--- src/rtl/seven_seg_scan_ctrl.sv ---
// Multiplexed seven-segment scan controller: per-digit BLANK/DRIVE slots, a double-buffered
// display register committed at frame boundaries, and optional leading-zero suppression.
module seven_seg_scan_ctrl #(
  parameter int unsigned NUM_DIGITS   = 4,
  parameter int unsigned REFRESH_DIV  = 50000,
  parameter int unsigned BLANK_CYCLES = 16
) (
  input  logic                    clk,
  input  logic                    rst_n,
  input  logic                    load,
  input  logic [4*NUM_DIGITS-1:0] value,
  input  logic [NUM_DIGITS-1:0]   dp_mask,
  input  logic                    lz_suppress,
  output logic                    pending,
  output logic [3:0]              din,
  output logic                    digit_en,
  output logic                    dp,
  output logic [NUM_DIGITS-1:0]   anode,
  output logic                    frame_start
);

  localparam int unsigned MaxDiv = (REFRESH_DIV > BLANK_CYCLES) ? REFRESH_DIV : BLANK_CYCLES;
  localparam int unsigned CntW   = (MaxDiv > 1) ? $clog2(MaxDiv) : 1;
  localparam int unsigned IdxW   = $clog2(NUM_DIGITS);

  localparam logic [CntW-1:0] BlankLast = CntW'(BLANK_CYCLES - 1);
  localparam logic [CntW-1:0] DriveLast = CntW'(REFRESH_DIV - 1);
  localparam logic [IdxW-1:0] IdxLast   = IdxW'(NUM_DIGITS - 1);

  typedef enum logic [0:0] {StBlank, StDrive} state_e;

  state_e                  state_q;
  logic [IdxW-1:0]         idx_q;
  logic [CntW-1:0]         cnt_q;
  logic [4*NUM_DIGITS-1:0] active_val_q, shadow_val_q;
  logic [NUM_DIGITS-1:0]   active_dp_q, shadow_dp_q;

  logic [NUM_DIGITS-1:0]   suppressed;
  logic                    zero_run;
  logic [3:0]              drive_din;
  logic                    drive_dp;
  logic                    drive_en;

  // A digit is suppressed when it and every more significant digit show a bare zero.
  always_comb begin
    suppressed = '0;
    zero_run   = 1'b1;
    for (int i = int'(NUM_DIGITS) - 1; i >= 1; i--) begin
      zero_run      = zero_run & (active_val_q[4*i +: 4] == 4'h0) & ~active_dp_q[i];
      suppressed[i] = lz_suppress & zero_run;
    end
  end

  always_comb begin
    drive_din = active_val_q[4*idx_q +: 4];
    drive_dp  = active_dp_q[idx_q];
    drive_en  = ~suppressed[idx_q];
  end

  always_ff @(posedge clk or negedge rst_n) begin
    if (!rst_n) begin
      state_q      <= StBlank;
      idx_q        <= '0;
      cnt_q        <= '0;
      active_val_q <= '0;
      active_dp_q  <= '0;
      shadow_val_q <= '0;
      shadow_dp_q  <= '0;
      pending      <= 1'b0;
      anode        <= '0;
      din          <= '0;
      digit_en     <= 1'b0;
      dp           <= 1'b0;
      frame_start  <= 1'b0;
    end else begin
      frame_start <= 1'b0;
      if (load) begin
        shadow_val_q <= value;
        shadow_dp_q  <= dp_mask;
        pending      <= 1'b1;
      end
      unique case (state_q)
        StBlank: begin
          if (cnt_q == BlankLast) begin
            state_q     <= StDrive;
            cnt_q       <= '0;
            anode       <= NUM_DIGITS'(1) << idx_q;
            din         <= drive_din;
            dp          <= drive_dp;
            digit_en    <= drive_en;
            frame_start <= (idx_q == '0);
          end else begin
            cnt_q <= cnt_q + CntW'(1);
          end
        end
        StDrive: begin
          if (cnt_q == DriveLast) begin
            state_q  <= StBlank;
            cnt_q    <= '0;
            anode    <= '0;
            din      <= '0;
            dp       <= 1'b0;
            digit_en <= 1'b0;
            if (idx_q == IdxLast) begin
              idx_q <= '0;
              // Frame boundary: a load in this same cycle stays queued behind the old shadow.
              if (pending) begin
                active_val_q <= shadow_val_q;
                active_dp_q  <= shadow_dp_q;
                if (!load) pending <= 1'b0;
              end
            end else begin
              idx_q <= idx_q + IdxW'(1);
            end
          end else begin
            cnt_q    <= cnt_q + CntW'(1);
            din      <= drive_din;
            dp       <= drive_dp;
            digit_en <= drive_en;
          end
        end
        default: state_q <= StBlank;
      endcase
    end
  end

endmodule
--- config.mk ---
export PLATFORM = sky130hd
export DESIGN_NAME = seven_seg_scan_ctrl
export DESIGN_NICKNAME = d
export VERILOG_FILES = /design/src/rtl/seven_seg_scan_ctrl.sv
export SDC_FILE = /design/constraint.sdc
export NUM_CORES = 1
export LEC_CHECK = 0
export CORE_MARGIN = 3
export CORE_UTILIZATION = 30
export DETAILED_ROUTE_END_ITERATION = 8
export GPL_ROUTABILITY_DRIVEN = 0
export PLACE_DENSITY = 0.47
export SLEW_MARGIN = 0
export SYNTH_ARGS = -nofsm -noshare
export SYNTH_HDL_FRONTEND = slang
export SYNTH_SLANG_ARGS = --single-unit
--- constraint.sdc ---
create_clock -name clk -period 2.68 [get_ports clk]
set_input_delay 0.268 -clock clk [delete_from_list [all_inputs] [get_ports clk]]
set_output_delay 0.268 -clock clk [all_outputs]
set_load 0.005 [all_outputs]
Yosys cells after proc, flatten, opt, wreduce, memory -nomap -nowiden
Index checks and enable logic that the tools add are counted.

storage, ports and cells
  input bits = 24
  word-level logic and storage cells = 74
  bits in registers = 71
  output and inout bits = 12

operators by class
  multiplexer cells = 31
  bitwise logic cells = 13
  eq/ne operators = 5
  $add $sub $neg = 2
  $lt $le $gt $ge = 1
  shift operators = 2
  reductions and logical operators = 7

operators by type and width
  cell                     count
  $mux W16                 2
  $pmux W16 S2             1
  $add A16 B1 Y16 const B  1
  $eq A16 B16 Y1 const B   1
  $eq A16 B4 Y1 const B    1
  $mux W1                  16
  $mux W4                  4
  $pmux W4 S2              2
  $shiftx A16 B5 Y4        1
  $logic_not A4 Y1         3
  $and A1 B1 Y1            8
  $pmux W1 S2              3
  $not A1 Y1               5
  $bmux W1 S2              2
  $reduce_and A2 Y1        2
  $reduce_and A4 Y1        1
  $shl A1 B2 Y4 const A    1
  $lt A2 B3 Y1 const B     1
  $add A2 B1 Y2 const B    1
  $eq A2 B2 Y1 const B     1
  $logic_not A2 Y1         1
  $mux W2                  1
  $ne A2 B1 Y1 const B     1
  $ne A2 B2 Y1 const B     1

Logic depth before layout (Yosys ltp)
  depth after elaboration = 12
  mapped depth = 9
  depth with buffers taken out = 6

Worst setup path before layout
OpenSTA, ideal clock, no wires.

  path kind = reg2reg
  start = register cnt_q[0]
  end = register active_dp_q[0]
  path slack = 0.753 ns
  clock period less this slack = 1.927 ns
  stages on the path, launching flop included = 9
  setup time = 0.125 ns
  arrival = 1.802 ns
  data required time = 2.555 ns
  path buffers = 3
  cell sequence = dfrtp_1 ha_1 and3_1 buf_2 and3_1 buf_2 nand4_1 buf_2 mux2_2

between the ends
  word-level cells in the longest chain between the ends = 2

RTL lines
  element                             line  text
  start, declared                     34    logic [CntW-1:0] cnt_q;
  start signal, assigned              93    cnt_q <= cnt_q + CntW'(1);
  start signal, assigned              116   cnt_q <= cnt_q + CntW'(1);
  $eq A16 B16 Y1                      97    if (cnt_q == DriveLast) begin
  $reduce_and A4 Y1 (no source line)  n/a
  end signal, assigned                109   active_dp_q <= shadow_dp_q;
  end, declared                       36    logic [NUM_DIGITS-1:0] active_dp_q, shadow_dp_q;

Every way passes these cells.
A chain may end at the register's enable or synchronous reset.

Worst setup path after layout
  start = register cnt_q[0]
  end = register din[0]

between the ends
  word-level cells in the longest chain between the ends = 3
  elaborated cells between the ends (all ways) = 5
  those cells by class = eq/ne (3); mux (2)

RTL lines
  element               line  text
  $eq A16 B16 Y1        97
  $mux W4               97
  $pmux W4 S2           82    unique case (state_q)
  end signal, assigned  88    din <= drive_din;
  end signal, assigned  117   din <= drive_din;
  end, declared         15    output logic [3:0] din,

Several ways; a longest one is shown, not always the timed one.

==> results.md <==
* Die height at 107 um
* Total grt overflow at 0
* Layout Skew at 0.00474 ns
* CP max stage delay at 0.52 ns
* Final hold vios at 0
* Unrepaired setup endpoints after global routing: false
* Fmax at 0.461 GHz
* Critical Path RT at 2.90 ns
* FF+latch count, synth at 71
* Dominant synthesized flop cell: dfrtp_1
* Site Rows at 36
* Final Max Tran Viols at 0
* Initial antenna violation count at 0
* Clk sink count at 71
* Critical Path AT at 2.39 ns
* Wire length per cell at 14.4 um
* Final antenna-violating net count at 0
* Initial DRC Count at 69
* Number of global-route vias before repair at 1901
* Worst Hold Class: reg2reg
* Worst-path cell chain: ha_1, and3_1, and3_1, a21oi_2, or2_0, o21ai_2
* Pre-CTS WS at 0.496 ns
* Final antenna diode count at 0
* Cell mode on critical path: and3_1
* Area growth syn-to-layout at 24.1%
* GRT Total Usage at 11.3%
* Die area at 11400 um2
* Num CTS Buffers at 9
* Clock root cell: clkbuf_8
* Final Setup Violations at 0
* Vias per cell at 4.58
* Total negative slack at 0 ns
* Die W at 107 um
* Number of distinct library cells after synthesis at 36
* CP endpoint kind: flip-flop
* Leak at 1.69 nW
* First-pass GRT wire length at 9980 um
* Drt total wl at 5860 um
* Worst-Skew Late Latency at 0.34 ns
* Syn Inst Count at 226
* CP top delay family: simple AND/OR/NAND/NOR gates
* Peak supply drop at 223 uV
* Number of fill cells in the layout at 961
* Tcrit/Tclk final at 80.9%
* Power Total at 2.16 mW
* DRT Pass-1 Iters at 4
* Status: complete, no violations
* CP max stage cell: or2_0
* CP startpoint kind: flip-flop
* CTS tree: done
* Post-synth EDFFs at 0
* DR DRC count at 0
* Async SR Flop Fraction at 100%
* Initial Utilization at 31.0%
* WP buf/inv at 0
* Minimum clock period at 2.17 ns
* HPWL Detailed at 4150 um
* CTS max path bufs at 2
* Max_cap viols at 0
* Worst Max-Slew Pin Slew at 0.628 ns
* Core area at 9820 um2
* Avg Cell Area, Syn at 13.5 um2
* Largest net degree at the start of global routing at 47
* Post-CTS setup buffers at 0
* Worst slew margin at 58.1%
* H-Tree Depth at 3
* Synth Cell Area at 3050 um2
* Crit Path Class: reg2reg
* Yosys warns at 0
* CTS clk-pin slew, worst paths at 0.08 ns
* Seq/Total Area, Yosys at 58.3%
* I/O Buffers at 35
* Share of cells above drive strength 1 at 24.5%
* I/O pin total at 36
* Pwr dens at 570 nW/um2
* Via count at 1861
* Syn nets at 255
* Post-route setup slack at 0.511 ns
* Crit Path Max Fanout at 7
* Net count of the finished layout at 297
Yosys cell counts, drive strengths merged (4+ instances only):
cell	number	area, um2
buf	5	31.3
or4	4	33.8
and3	6	37.5
nand2	12	45.0
xor2	10	87.6
nand3	6	30.0
nor2	13	51.3
xnor2	4	35.0
ha	5	62.6
dfrtp	71	1780
nor3	4	25.0
inv	8	30.0
mux2	40	450
o21ai	9	67.6
mux4	5	113
final cells by class:
type	instances	area (um2)	area share [%]
repair buffers	39	390	10.3
flip-flops and latches	71	1780	47.0
well taps	133	166	4.40
clock inverters	7	96.3	2.55
inverters	8	30.0	0.794
clock buffers	9	124	3.27
multi-input cells	139	1200	31.7
worst paths after layout:
check | start | end | slack [ns] | cells past startpoint
max in group asynchronous | rst_n | shadow_val_q[8] | 1.54 | 3
worst min register to register | cnt_q[0] | cnt_q[0] | 0.46 | 1
worst min-delay path | cnt_q[0] | cnt_q[0] | 0.46 | 1
worst max register to register | cnt_q[0] | din[0] | 0.51 | 6
worst max-delay path | cnt_q[0] | din[0] | 0.51 | 6
min in group asynchronous | rst_n | cnt_q[11] | 0.48 | 2
kinds of logic after synthesis:
kind of cell    after synthesis  share of synthesized area, %
flops                        71                          58.3
simple gates                 57                          10.2
mux                          45                          18.5
compound gates               18                          4.56
buf+inv                      16                          2.38
xor+xnor                     14                          4.02
fa+ha+maj                     5                          2.05
stage by stage:
stage	cells	cell area (um2)	hold slack, ns	utilization [%]
6_report	406	3780	0.462	38.5
5_1_grt	406	3780	0.484	38.5
4_1_cts	406	3780	0.461	38.5
3_5_place_dp	389	3550	0.330	36.2
3_3_place_gp	389	3550	0.329	36.2
2_1_floorplan	226	3050	-0.0276	-
where the power goes:
group	internal, mW	leakage, nW	switching, mW
logic	0.0600	0.671	0.0378
registers	1.10	0.917	0.0144
clock network	0.525	0.102	0.418
flip-flops by register name (all words and copies together) (netlist names):
register and count:
digit_en 1, state_q 1, din 4, pending 1, dp 1, frame_start 1, anode 4, idx_q 2
cnt_q 16, active_dp_q 4, shadow_dp_q 4, shadow_val_q 16, active_val_q 16
layer usage:
layer | share of wire [%] | GRT usage (%) | up-vias
met4 | 2.0 | 4.93 | 0
met5 | 0 | 0 | -
li1 | - | - | 883
met2 | 45 | 16.4 | 30
met3 | 3.2 | 3.19 | 8
met1 | 49 | 15.7 | 940
cells in the final DEF (no fill, tap or decap), drive strengths merged, types with 3 or more instances in the layout:
cell           netlist  final
clkbuf               3      9
xor2                10     10
o21ai                9      9
buf                  5      4
a22o                 3      3
ha                   5      5
nor3                 4      4
nand2               12     12
and3                 6      6
or4                  4      4
clkinvlp             0      3
nor2                13     13
xnor2                4      4
nand3                6      6
dfrtp               71     71
clkdlybuf4s50        0     34
and2                 3      3
inv                  8      9
nand4                3      3
mux4                 5      5
mux2                40     40
timing repair:
| action | CTS | global route |
|---|---|---|
| hold buffers | 1 | 0 |
| hold endpoints to repair | 25 | 0 |
| gates resized for setup | 0 | 0 |
(Power assumes the default switching activity.)
